<file path="config.mk">
export PLATFORM = sky130hd
export DESIGN_NAME = fifo_status_monitor
export DESIGN_NICKNAME = d
export VERILOG_FILES = /design/src/rtl/fifo_status_monitor.sv
export SDC_FILE = /design/constraint.sdc
export NUM_CORES = 1
export LEC_CHECK = 0
export ABC_AREA = 0
export CAP_MARGIN = 0
export CORE_UTILIZATION = 30
export CTS_BUF_LIST = sky130_fd_sc_hd__clkbuf_4 sky130_fd_sc_hd__clkbuf_8 sky130_fd_sc_hd__clkbuf_16
export DETAILED_ROUTE_END_ITERATION = 12
export SLEW_MARGIN = 20
export SYNTH_ARGS = -nofsm -noshare
export SYNTH_HDL_FRONTEND = slang
export SYNTH_SLANG_ARGS = --single-unit
</file>
<file path="constraint.sdc">
create_clock -name clk -period 3.2 [get_ports clk]
set_input_delay 0.64 -clock clk [delete_from_list [all_inputs] [get_ports clk]]
set_output_delay 0.64 -clock clk [all_outputs]
set_load 0.005 [all_outputs]
</file>
<file path="src/rtl/fifo_status_monitor.sv">
// Occupancy tracker for the five data-path FIFOs: saturating counters, sticky errors, almost-full/pause flags.
// Define FIFO_STATUS_HWM_EN to add per-FIFO high-water marks (HWM) and the HWM_CLR clear strobe.
module fifo_status_monitor #(
  parameter int DEPTH = 8,
  parameter int CW    = 4
) (
  input  logic            clk,
  input  logic            reset,
  input  logic [4:0]      PUSH,
  input  logic [4:0]      POP,
  input  logic [7:0]      UMF_OUT,
  input  logic [7:0]      UVC_OUT,
  input  logic [7:0]      UD_OUT,
`ifdef FIFO_STATUS_HWM_EN
  input  logic            HWM_CLR,
  output logic [5*CW-1:0] HWM,
`endif
  output logic [4:0]      FIFO_EMPTY,
  output logic [4:0]      FIFO_ERROR,
  output logic [4:0]      ALMOST_FULL,
  output logic            PAUSE_MAIN,
  output logic            PAUSE_VC,
  output logic            PAUSE_D
);

  localparam logic [CW-1:0] DEPTH_C = CW'(DEPTH);
  localparam logic [CW-1:0] ONE     = CW'(1);

  logic [CW-1:0] cnt     [5];
  logic [CW-1:0] cnt_nxt [5];
  logic [7:0]    thr     [5];
  logic [4:0]    err_evt;
  logic [4:0]    af_nxt;
  logic          err_clr;

  assign thr[0] = UMF_OUT;
  assign thr[1] = UVC_OUT;
  assign thr[2] = UVC_OUT;
  assign thr[3] = UD_OUT;
  assign thr[4] = UD_OUT;

`ifdef FIFO_STATUS_HWM_EN
  assign err_clr = HWM_CLR;
`else
  assign err_clr = 1'b0;
`endif

  // Push+pop on an empty FIFO still stores the pushed entry, but the pop underflowed.
  always_comb begin
    err_evt = '0;
    af_nxt  = '0;
    for (int i = 0; i < 5; i++) begin
      cnt_nxt[i] = cnt[i];
      case ({PUSH[i], POP[i]})
        2'b10: begin
          if (cnt[i] == DEPTH_C) err_evt[i] = 1'b1;
          else                   cnt_nxt[i] = cnt[i] + ONE;
        end
        2'b01: begin
          if (cnt[i] == '0) err_evt[i] = 1'b1;
          else              cnt_nxt[i] = cnt[i] - ONE;
        end
        2'b11: begin
          if (cnt[i] == '0) begin
            cnt_nxt[i] = ONE;
            err_evt[i] = 1'b1;
          end
        end
        default: ;
      endcase
      af_nxt[i] = (thr[i] != 8'd0) && (8'(cnt_nxt[i]) >= thr[i]);
    end
  end

  always_ff @(posedge clk or negedge reset) begin
    if (!reset) begin
      for (int i = 0; i < 5; i++) cnt[i] <= '0;
      FIFO_ERROR  <= '0;
      ALMOST_FULL <= '0;
    end else begin
      for (int i = 0; i < 5; i++) cnt[i] <= cnt_nxt[i];
      FIFO_ERROR  <= (FIFO_ERROR & ~{5{err_clr}}) | err_evt;
      ALMOST_FULL <= af_nxt;
    end
  end

  always_comb begin
    FIFO_EMPTY = '0;
    for (int i = 0; i < 5; i++) FIFO_EMPTY[i] = (cnt[i] == '0);
  end

  assign PAUSE_MAIN = ALMOST_FULL[0];
  assign PAUSE_VC   = ALMOST_FULL[1] | ALMOST_FULL[2];
  assign PAUSE_D    = ALMOST_FULL[3] | ALMOST_FULL[4];

`ifdef FIFO_STATUS_HWM_EN
  logic [CW-1:0] hwm [5];

  // Tracks the registered count, so the mark trails the count by one cycle.
  always_ff @(posedge clk or negedge reset) begin
    if (!reset) begin
      for (int i = 0; i < 5; i++) hwm[i] <= '0;
    end else begin
      for (int i = 0; i < 5; i++) begin
        if (HWM_CLR)            hwm[i] <= '0;
        else if (cnt[i] > hwm[i]) hwm[i] <= cnt[i];
      end
    end
  end

  always_comb begin
    HWM = '0;
    for (int i = 0; i < 5; i++) HWM[i*CW +: CW] = hwm[i];
  end
`endif

endmodule

</file>
==> metrics.csv <==
stage;metric;value;unit
run_status;status;completed;
synth;post-synth net total;389;
placement;dpl hpwl;4610;um
route;DRT Pass-1 Iters;4;
timing;Final Hold Fails;0;
global_route;vias in the first global route;2283;
synth;cell with the most instances after synthesis;ha_1;
synth;share of the synthesized area in the top cell type;0.284;
worst_setup_path;Max stage delay on crit path;0.43;ns
worst_setup_path;CP top delay family;adder cells;
timing;Sum Neg Setup Slack;0;ns
placement;Cell Area, Placed;3280;um^2
power;Reg power frac;0.331;
floorplanning;initial core utilization;0.316;
cells_and_area;diodes inserted;0;
global_route;antenna violations before repair;0;
power;sw frac;0.411;
worst_setup_path;largest fanout on the critical path;6;
clock_tree;Clk pin slew, worst setup/hold paths;0.07;ns
route;DRC;0;
floorplanning;Die ar.;9200;um^2
clock_tree;Clock Sink Count;30;
synth;Syn Area/Cell;8.32;um^2
timing;slew of the pin with the lowest slew margin;0.476;ns
synth;Post-synth top flop;dfrtp_1;
worst_setup_path;CP cell instances;inv_1 -> ha_1 -> or3b_4 -> ha_1 -> nor2b_1 -> o22ai_1 -> a22o_1 -> ha_1 -> nand2b_1 -> a21o_1 -> a211oi_2 -> nor3_1;
power;Power Density;659;nW/um^2
power;leakage power total;1.50;nW
worst_setup_path;WP data required;3.35;ns
global_route;pin count of the biggest net entering global routing;31;
timing;Final min period;2.98;ns
worst_setup_path;Setup CP Type;reg2reg;
worst_setup_path;Setup crit end kind;flop;
synth;async set-reset flop share out of synthesis;1.00;
floorplanning;die width;95.9;um
clock_tree;worst-skew pair later-pin latency;0.28;ns
route;Iteration-0 DRC Markers;52;
clock_tree;clock buffer depth;2;
worst_setup_path;CP Buf/Inv Count;1;
worst_setup_path;Crit path top cell by count;ha_1;
run;maxcap violations;0;
synth;most frequent cells after synthesis;35 x ha_1, 33 x inv_1, 30 x dfrtp_1;
timing;relative slew slack;0.681;
global_route;first-pass GRT wire length;10200;um
worst_setup_path;Worst path slowest cell;dfrtp_1;
synth;synthesized flop and latch total;30;
timing;skew final;0.00390;ns
worst_hold_path;worst hold path class;reg2reg;
power;Clk pwr share;0.149;
clock_tree;TritonCTS Buffers;5;
synth;distinct cell type count after synthesis;48;
floorplanning;I/O pins;54;
power;Gate power share;0.520;
clock_tree;# Post-CTS Setup Buffers;0;
timing;RSZ-0062 raised after global routing;no;
global_route;total gr overflow;0;
route;Via density;5.12;
synth;leading area contributor after synthesis;dfrtp_1;
synth;post-synthesis sequential area ratio;0.284;
power;VDD IR max;301;uV
floorplanning;row cnt;33;
placement;IO Port Bufs;53;
clock_tree;H-tree Lvls;2;
clock_tree;TritonCTS clock tree;done;
cells_and_area;# fillers;855;
synth;largest cells by area after synthesis;dfrtp_1 28%, ha_1 17%, inv_1 4.7%;
power;Sw Pwr;0.917;mW
global_route;All-Layer GR Usage;0.142;
cells_and_area;number of nets in the layout;439;
synth;synthesized instance count;318;
placement;gpl congestion;0.838;
cells_and_area;Seq. cell area;751;um^2
timing;Max Transition Viols Final;0;
clock_tree;CTS Root Cell;clkbuf_8;
cells_and_area;layout cell share with drive strength beyond 1;0.0569;
cells_and_area;area occupied by multi-input gates;1710;um^2
synth;EDFF count, synth;0;
cells_and_area;Layout area overhead;27.8;%
cells_and_area;post-route cell area;3380;um^2
power;internal power;1.31;mW
timing;final setup fails;0;
route;Via Count;2427;
synth;Syn Std Cell Area;2650;um^2
timing;Peak Freq;335;MHz
route;DRT Wirelength;6030;um
floorplanning;DIE HEIGHT;95.9;um
worst_setup_path;Startpoint Class;flop;
synth;Yosys Warn Count;0;
worst_setup_path;Worst EP arrival;3.14;ns
timing;Final period util;0.933;
floorplanning;core area;8380;um^2
cells_and_area;fin util;0.403;
route;ANT nets after route;0;
route;drt wl/cell;12.7;um
what timing repair did:
item | 4_1_cts | 5_1_grt
endpoints found under the setup margin | 0 | 1
gates resized for setup | 0 | 2
hold buffers | 0 | 0
state kept, by name, summed over array words and instances, names as in the netlist:
signal and flops:
cnt 20, ALMOST_FULL 5, FIFO_ERROR 5
worst paths after layout:
path / startpoint / end / slack (ns) / cells past startpoint
min reg2reg: FIFO_ERROR[1]$_DFF_PN0_ / FIFO_ERROR[1]$_DFF_PN0_ / 0.47 / 1
max reg2reg: cnt[16]$_DFF_PN0_ / ALMOST_FULL[0]$_DFF_PN0_ / 0.22 / 12
max: cnt[16]$_DFF_PN0_ / ALMOST_FULL[0]$_DFF_PN0_ / 0.22 / 12
min in group asynchronous: reset / cnt[5]$_DFF_PN0_ / 0.76 / 2
max in group asynchronous: reset / cnt[9]$_DFF_PN0_ / 2.13 / 2
min: FIFO_ERROR[1]$_DFF_PN0_ / FIFO_ERROR[1]$_DFF_PN0_ / 0.47 / 1
routing by layer:
metal | track usage | part of all wire
met5 | 0 | 0
met2 | 0.246 | 0.47
met4 | 0.0460 | 0.011
met3 | 0.0213 | 0.032
met1 | 0.179 | 0.48
cell type report:
class,count,share of cell area
repair buffers,58,0.168
clock inverters,1,0.00148
multi-input cells,240,0.506
inverters,33,0.0366
flip-flops and latches,30,0.222
well taps,105,0.0388
clock buffers,7,0.0266
through the flow:
step / setup slack [ns] / hold WS [ns] / power, mW / std cells
2_1_floorplan: 0.424 / 0.344 / 1.52 / 318
3_3_place_gp: 0.308 / 0.452 / 1.85 / 466
3_5_place_dp: 0.234 / 0.454 / 1.90 / 466
4_1_cts: 0.206 / 0.473 / 2.24 / 474
5_1_grt: 0.0149 / 0.478 / 2.48 / 474
6_report: 0.215 / 0.466 / 2.23 / 474
layout by cell type (no fill, tap or decap), types with 5 or more instances in the layout:
master	instances
o21ai_0	20
nand2b_1	7
ha_1	35
clkdlybuf4s50_1	53
o21a_1	5
a21oi_1	17
dfrtp_1	30
nor2_1	14
clkbuf_8	6
inv_1	33
nor2b_1	9
nor3b_1	7
nor3_1	12
nand3_1	5
buf_4	5
nand2_1	26
power groups by stage:
| stage | sequential (mW) | clock (mW) | combinational [mW] |
|---|---|---|---|
| 2_1_floorplan | 0.669 | 0 | 0.855 |
| 3_3_place_gp | 0.741 | 0 | 1.11 |
| 3_5_place_dp | 0.740 | 0 | 1.16 |
| 4_1_cts | 0.736 | 0.347 | 1.16 |
| 5_1_grt | 0.772 | 0.364 | 1.35 |
| 6_report | 0.739 | 0.333 | 1.16 |
logic make-up after synthesis:
logic type | count (synthesis) | share of synthesized area
buffers and inverters | 48 | 0.0719
xor gates and xnor gates | 2 | 0.00662
and+or+nand+nor | 109 | 0.225
AOI/OAI and AO/OA | 90 | 0.231
DFF | 30 | 0.284
muxes | 4 | 0.0161
adders and majority gates | 35 | 0.165
(Power assumes the default switching activity.)
